**config.mk**
```make
export PLATFORM = sky130hd
export DESIGN_NAME = shift_unit
export DESIGN_NICKNAME = d
export VERILOG_FILES = /design/src/rtl/shift_unit_pkg.sv /design/src/rtl/shift_unit.sv
export SDC_FILE = /design/constraint.sdc
export NUM_CORES = 1
export LEC_CHECK = 0
export CORE_ASPECT_RATIO = 1.75
export CORE_UTILIZATION = 47
export CTS_BUF_LIST = sky130_fd_sc_hd__clkbuf_16
export CTS_CLUSTER_SIZE = 10
export DETAILED_ROUTE_END_ITERATION = 16
export GPL_ROUTABILITY_DRIVEN = 0
export PLACE_DENSITY = 0.81
export SLEW_MARGIN = 20
export SYNTH_ARGS = -nofsm -noshare
export SYNTH_HDL_FRONTEND = slang
export SYNTH_SLANG_ARGS = --single-unit
```
**constraint.sdc**
```tcl
create_clock -name clk -period 1.75 [get_ports clk]
set_clock_uncertainty 0.2 [all_clocks]
set_input_delay 0.35 -clock clk [delete_from_list [all_inputs] [get_ports clk]]
set_output_delay 0.35 -clock clk [all_outputs]
set_load 0.1 [all_outputs]
```
**src/rtl/shift_unit_pkg.sv**
```systemverilog
// Shared encodings for the iterative shifter: ALU decoder select codes and FSM states.
package shift_unit_pkg;

    localparam int unsigned SEL_W = 2;

    localparam logic [SEL_W-1:0] SEL_PASS = 2'b00;
    localparam logic [SEL_W-1:0] SEL_SLL  = 2'b01;
    localparam logic [SEL_W-1:0] SEL_SRL  = 2'b10;
    localparam logic [SEL_W-1:0] SEL_SRA  = 2'b11;

    typedef enum logic [1:0] {
        ST_IDLE  = 2'd0,
        ST_SHIFT = 2'd1,
        ST_DONE  = 2'd2
    } state_t;

endpackage

```
**src/rtl/shift_unit.sv**
```systemverilog
// Iterative one-bit-per-clock shifter with start/busy/done handshake for
// the execute stage; pass and zero-amount requests complete in one cycle.
module shift_unit
    import shift_unit_pkg::*;
#(
    parameter int unsigned WIDTH   = 32,
    parameter int unsigned SHAMT_W = 5
) (
    input  logic               clk,
    input  logic               rst,
    input  logic               start,
    input  logic [SEL_W-1:0]   shift_sel,
    input  logic [WIDTH-1:0]   operand,
    input  logic [SHAMT_W-1:0] shamt,
    output logic               busy,
    output logic               done,
    output logic [WIDTH-1:0]   result
);

    state_t             state_q, state_d;
    logic [WIDTH-1:0]   data_q, data_d;
    logic [SEL_W-1:0]   op_q, op_d;
    logic [SHAMT_W-1:0] cnt_q, cnt_d;
    logic               busy_q, busy_d;
    logic               done_q, done_d;

    function automatic logic [WIDTH-1:0] shift_one(input logic [SEL_W-1:0] op,
                                                   input logic [WIDTH-1:0] d);
        case (op)
            SEL_SLL: return {d[WIDTH-2:0], 1'b0};
            SEL_SRL: return {1'b0, d[WIDTH-1:1]};
            SEL_SRA: return {d[WIDTH-1], d[WIDTH-1:1]};
            default: return d;
        endcase
    endfunction

    // Next-state, datapath and registered-output decode
    always_comb begin
        state_d = state_q;
        data_d  = data_q;
        op_d    = op_q;
        cnt_d   = cnt_q;

        case (state_q)
            ST_IDLE, ST_DONE: begin
                if (start) begin
                    data_d = operand;
                    op_d   = shift_sel;
                    cnt_d  = shamt;
                    if (shift_sel == SEL_PASS || shamt == SHAMT_W'(0)) begin
                        state_d = ST_DONE;
                    end else begin
                        state_d = ST_SHIFT;
                    end
                end else begin
                    state_d = ST_IDLE;
                end
            end
            ST_SHIFT: begin
                data_d = shift_one(op_q, data_q);
                cnt_d  = cnt_q - SHAMT_W'(1);
                if (cnt_q == SHAMT_W'(1)) begin
                    state_d = ST_DONE;
                end
            end
            default: state_d = ST_IDLE;
        endcase

        busy_d = (state_d == ST_SHIFT);
        done_d = (state_d == ST_DONE);
    end

    always_ff @(posedge clk) begin
        if (!rst) begin
            state_q <= ST_IDLE;
            data_q  <= '0;
            op_q    <= SEL_PASS;
            cnt_q   <= '0;
            busy_q  <= 1'b0;
            done_q  <= 1'b0;
        end else begin
            state_q <= state_d;
            data_q  <= data_d;
            op_q    <= op_d;
            cnt_q   <= cnt_d;
            busy_q  <= busy_d;
            done_q  <= done_d;
        end
    end

    assign busy   = busy_q;
    assign done   = done_q;
    assign result = data_q;

endmodule
```
==> out/results.tsv <==
stage	metric	value	unit
power_and_ir_drop	Pleak	1.36	nW
synthesis	synth top area cells	dfxtp_1, o2bb2ai_2, mux2i_1	
cells_and_area	multi-input logic area	1390	um^2
setup_path	Crit Path Class	in2reg	
synthesis	post-synth net total	287	
cells_and_area	ANT cells	0	
routing	Initial DRC Count	58	
floorplan	die width	56.1	um
cts	Num CTS Buffers	5	
floorplan	Die ar.	5410	um^2
synthesis	most area-hungry cell type in the Yosys netlist	dfxtp_1	
power_and_ir_drop	Max VDD drop	0.000831	V
cells_and_area	Final nets	364	
sta	RSZ-0062 raised after global routing	no	
sta	Total Neg Setup Slack	0	ns
setup_path	crit end category	register	
global_routing	initial antenna violation count	0	
sta	Slew Limit Fails	0	
cells_and_area	filler instances	316	
cells_and_area	area delta synth->final	56.0	%
routing	Avg WL per Cell	15.4	um
floorplan	die span in y	96.6	um
min_path	hold depth	2	
setup_path	Startpoint Class	input pin	
global_routing	vias in the first global route	2064	
setup_path	Worst EP required	1.76	ns
synthesis	Yosys reg bits	43	
global_routing	first-pass GRT wire length	9560	um
cts	clk_lat worst skew	0.27	ns
cts	Max Buffers Root-to-Sink	2	
power_and_ir_drop	sequential share of power	33.9	%
cts	Root Driver	clkbuf_16	
synthesis	post-synth top area share	35.8	%
routing	via count	2134	
setup_path	R2R depth	5	
cts	depth of the CTS H-tree	2	
routing	DRC	0	
floorplan	Row Count	34	
power_and_ir_drop	Switching Share	39.3	%
sta	transition time of the tightest slew-check pin	0.294	ns
run_status	outcome	finished clean	
setup_path	critical path fanouts, max	3	
routing	DRT antenna net count	0	
cts	CTS clk-pin slew, worst paths	0.06	ns
power_and_ir_drop	Comb pwr share	42.0	%
routing	final WL	5770	um
routing	Vias per Instance	5.69	
placed_design	placed wire-length estimate	4330	um
sta	Final setup viols	0	
min_path	HP Class	reg2reg	
synthesis	post-synth cell types	38	
setup_path	CP Data Arrival Time	1.69	ns
cells_and_area	share of post-route cells with drive strength above 1	30.5	%
cts	clock sink count	43	
floorplan	Core ar.	4930	um^2
power_and_ir_drop	Clock power frac	24.1	%
floorplan	Initial Util	48.7	%
routing	Pre-Repair DR Iteration Count	4	
global_routing	largest net degree at the start of global routing	44	
global_routing	grt total ovfl	0	
power_and_ir_drop	Power Density	978	nW/um^2
synthesis	Syn. warnings	0	
cts	Post-CTS Setup Bufs	0	
power_and_ir_drop	Net Switching	0.00144	W
power_and_ir_drop	internal power	0.00222	W
sta	min cycle time layout	1.67	ns
cts	CTS tree	done	
run	max cap viols	0	
synthesis	post-synthesis sequential area ratio	35.8	%
cells_and_area	sequential cell area	865	um^2
synthesis	post-synthesis cell area	2400	um^2
cts	Post-CTS Resized	0	
sta	Fin Hold WS	0.308	ns
floorplan	io pins	76	
sta	FMAX	0.597	GHz
sta	relative slew slack	80.2	%
sta	Final Hold Fails	0	
synthesis	Syn Area/Cell	9.89	um^2
synthesis	Mapped Cells	243	
sta	Period Utilization, post-route	95.7	%
cts	Hold-fix buffers, CTS	0	
placed_design	number of port buffers	75	
global_routing	GRT Overall Usage	21.8	%
[path summary, 6_finish.rpt]
path                                from  slack [ns]    endpoint
worst max-delay path            shamt[1]        0.08  state_q[1]
worst min-delay path            cnt_q[4]        0.31    cnt_q[4]
worst max register to register   op_q[1]        0.19  result[28]
worst min register to register  cnt_q[4]        0.31    cnt_q[4]
[cell type report]
type                    instances  area share (%)
multi-input cells             176            37.2
repair buffers                 90            33.8
flip-flops and latches         43            23.1
clock buffers                   5            3.34
well taps                      54            1.80
clock inverters                 3           0.434
inverters                       4           0.401
[power groups by stage]
| stage | sequential, W | combinational (W) | clock (W) |
|---|---|---|---|
| 2_1_floorplan | 0.00174 | 0.000483 | 0 |
| 3_3_place_gp | 0.00126 | 0.00152 | 0 |
| 3_5_place_dp | 0.00126 | 0.00155 | 0 |
| 4_1_cts | 0.00124 | 0.00155 | 0.000899 |
| 5_1_grt | 0.00125 | 0.00162 | 0.000942 |
| 6_report | 0.00124 | 0.00154 | 0.000883 |
[registers in the layout (all words and copies together), names as in the netlist]
name,flops
result,32
cnt_q,5
done,1
state_q,2
op_q,2
busy,1
[cell families (layout without fill, tap and decap cells)]
kind of cell | Yosys count | after routing | synth area share, %
flops | 43 | 43 | 35.8
fa+ha+maj | 2 | 2 | 1.04
compound gates | 83 | 83 | 32.7
mux | 30 | 30 | 12.5
simple gates | 60 | 60 | 10.9
buf+inv | 24 | 102 | 6.61
xor+xnor | 1 | 1 | 0.364
[synthesized netlist by cell type]
library cell / count
buf_6: 4
xnor2_1: 1
and2b_1: 1
a2bb2oi_2: 1
o311ai_1: 1
o22ai_4: 1
mux2i_1: 30
nor2b_1: 1
nor3_1: 2
a221oi_1: 2
ha_1: 2
or3_1: 1
inv_1: 4
nand2_2: 1
clkbuf_1: 3
nand2b_1: 1
nand2_1: 7
o31ai_1: 2
buf_4: 9
and2_1: 1
o211a_1: 1
buf_2: 4
dfxtp_1: 43
a211oi_1: 1
or4_4: 1
nand2b_2: 1
a21oi_1: 37
a32oi_1: 1
o2bb2ai_2: 30
a2bb2oi_1: 1
o21ai_1: 1
nand3_1: 1
nor2_2: 1
o21ai_4: 1
o21ai_0: 2
and3_1: 1
nor2_1: 40
o311ai_0: 1
[stage by stage]
step | power (W) | util [%] | setup slack, ns | cells | instance area (um^2)
global route | 0.00381 | 76.0 | 0.0228 | 375 | 3750
floorplan | 0.00222 | - | 0.0525 | 243 | 2410
detailed placement | 0.00281 | 73.1 | -0.205 | 367 | 3610
CTS | 0.00369 | 76.0 | 0.0850 | 375 | 3750
finish | 0.00367 | 76.0 | 0.0758 | 375 | 3750
global placement | 0.00278 | 73.1 | -0.152 | 367 | 3610
[cell usage in the layout, fill, tap and decap left out, drive strengths merged, types with 2 or more instances in the layout]
cell,instances
o21ai,4
ha,2
dfxtp,43
a2bb2oi,2
buf,49
o2bb2ai,30
a21oi,37
inv,5
o31ai,2
nand2b,2
mux2i,30
a221oi,2
o311ai,2
nor3,2
clkdlybuf4s50,41
nor2,41
nand2,8
clkbuf,5
[per-layer routing]
layer | track usage, % | up-vias | share of wire (%)
met2 | 42.8 | 63 | 58
li1 | - | 1037 | -
met1 | 22.5 | 1024 | 37
met4 | 7.88 | 0 | 2.1
met5 | 0 | - | 0
met3 | 3.07 | 10 | 3.2
[worst max-delay path: stages]
cell and delay, ns:
clkdlybuf4s50_1 0.43, or4_4 0.55, o22ai_4 0.16, a2bb2oi_2 0.09, nor2_1 0.09
No activity file was read; power rests on OpenSTA's default activity.
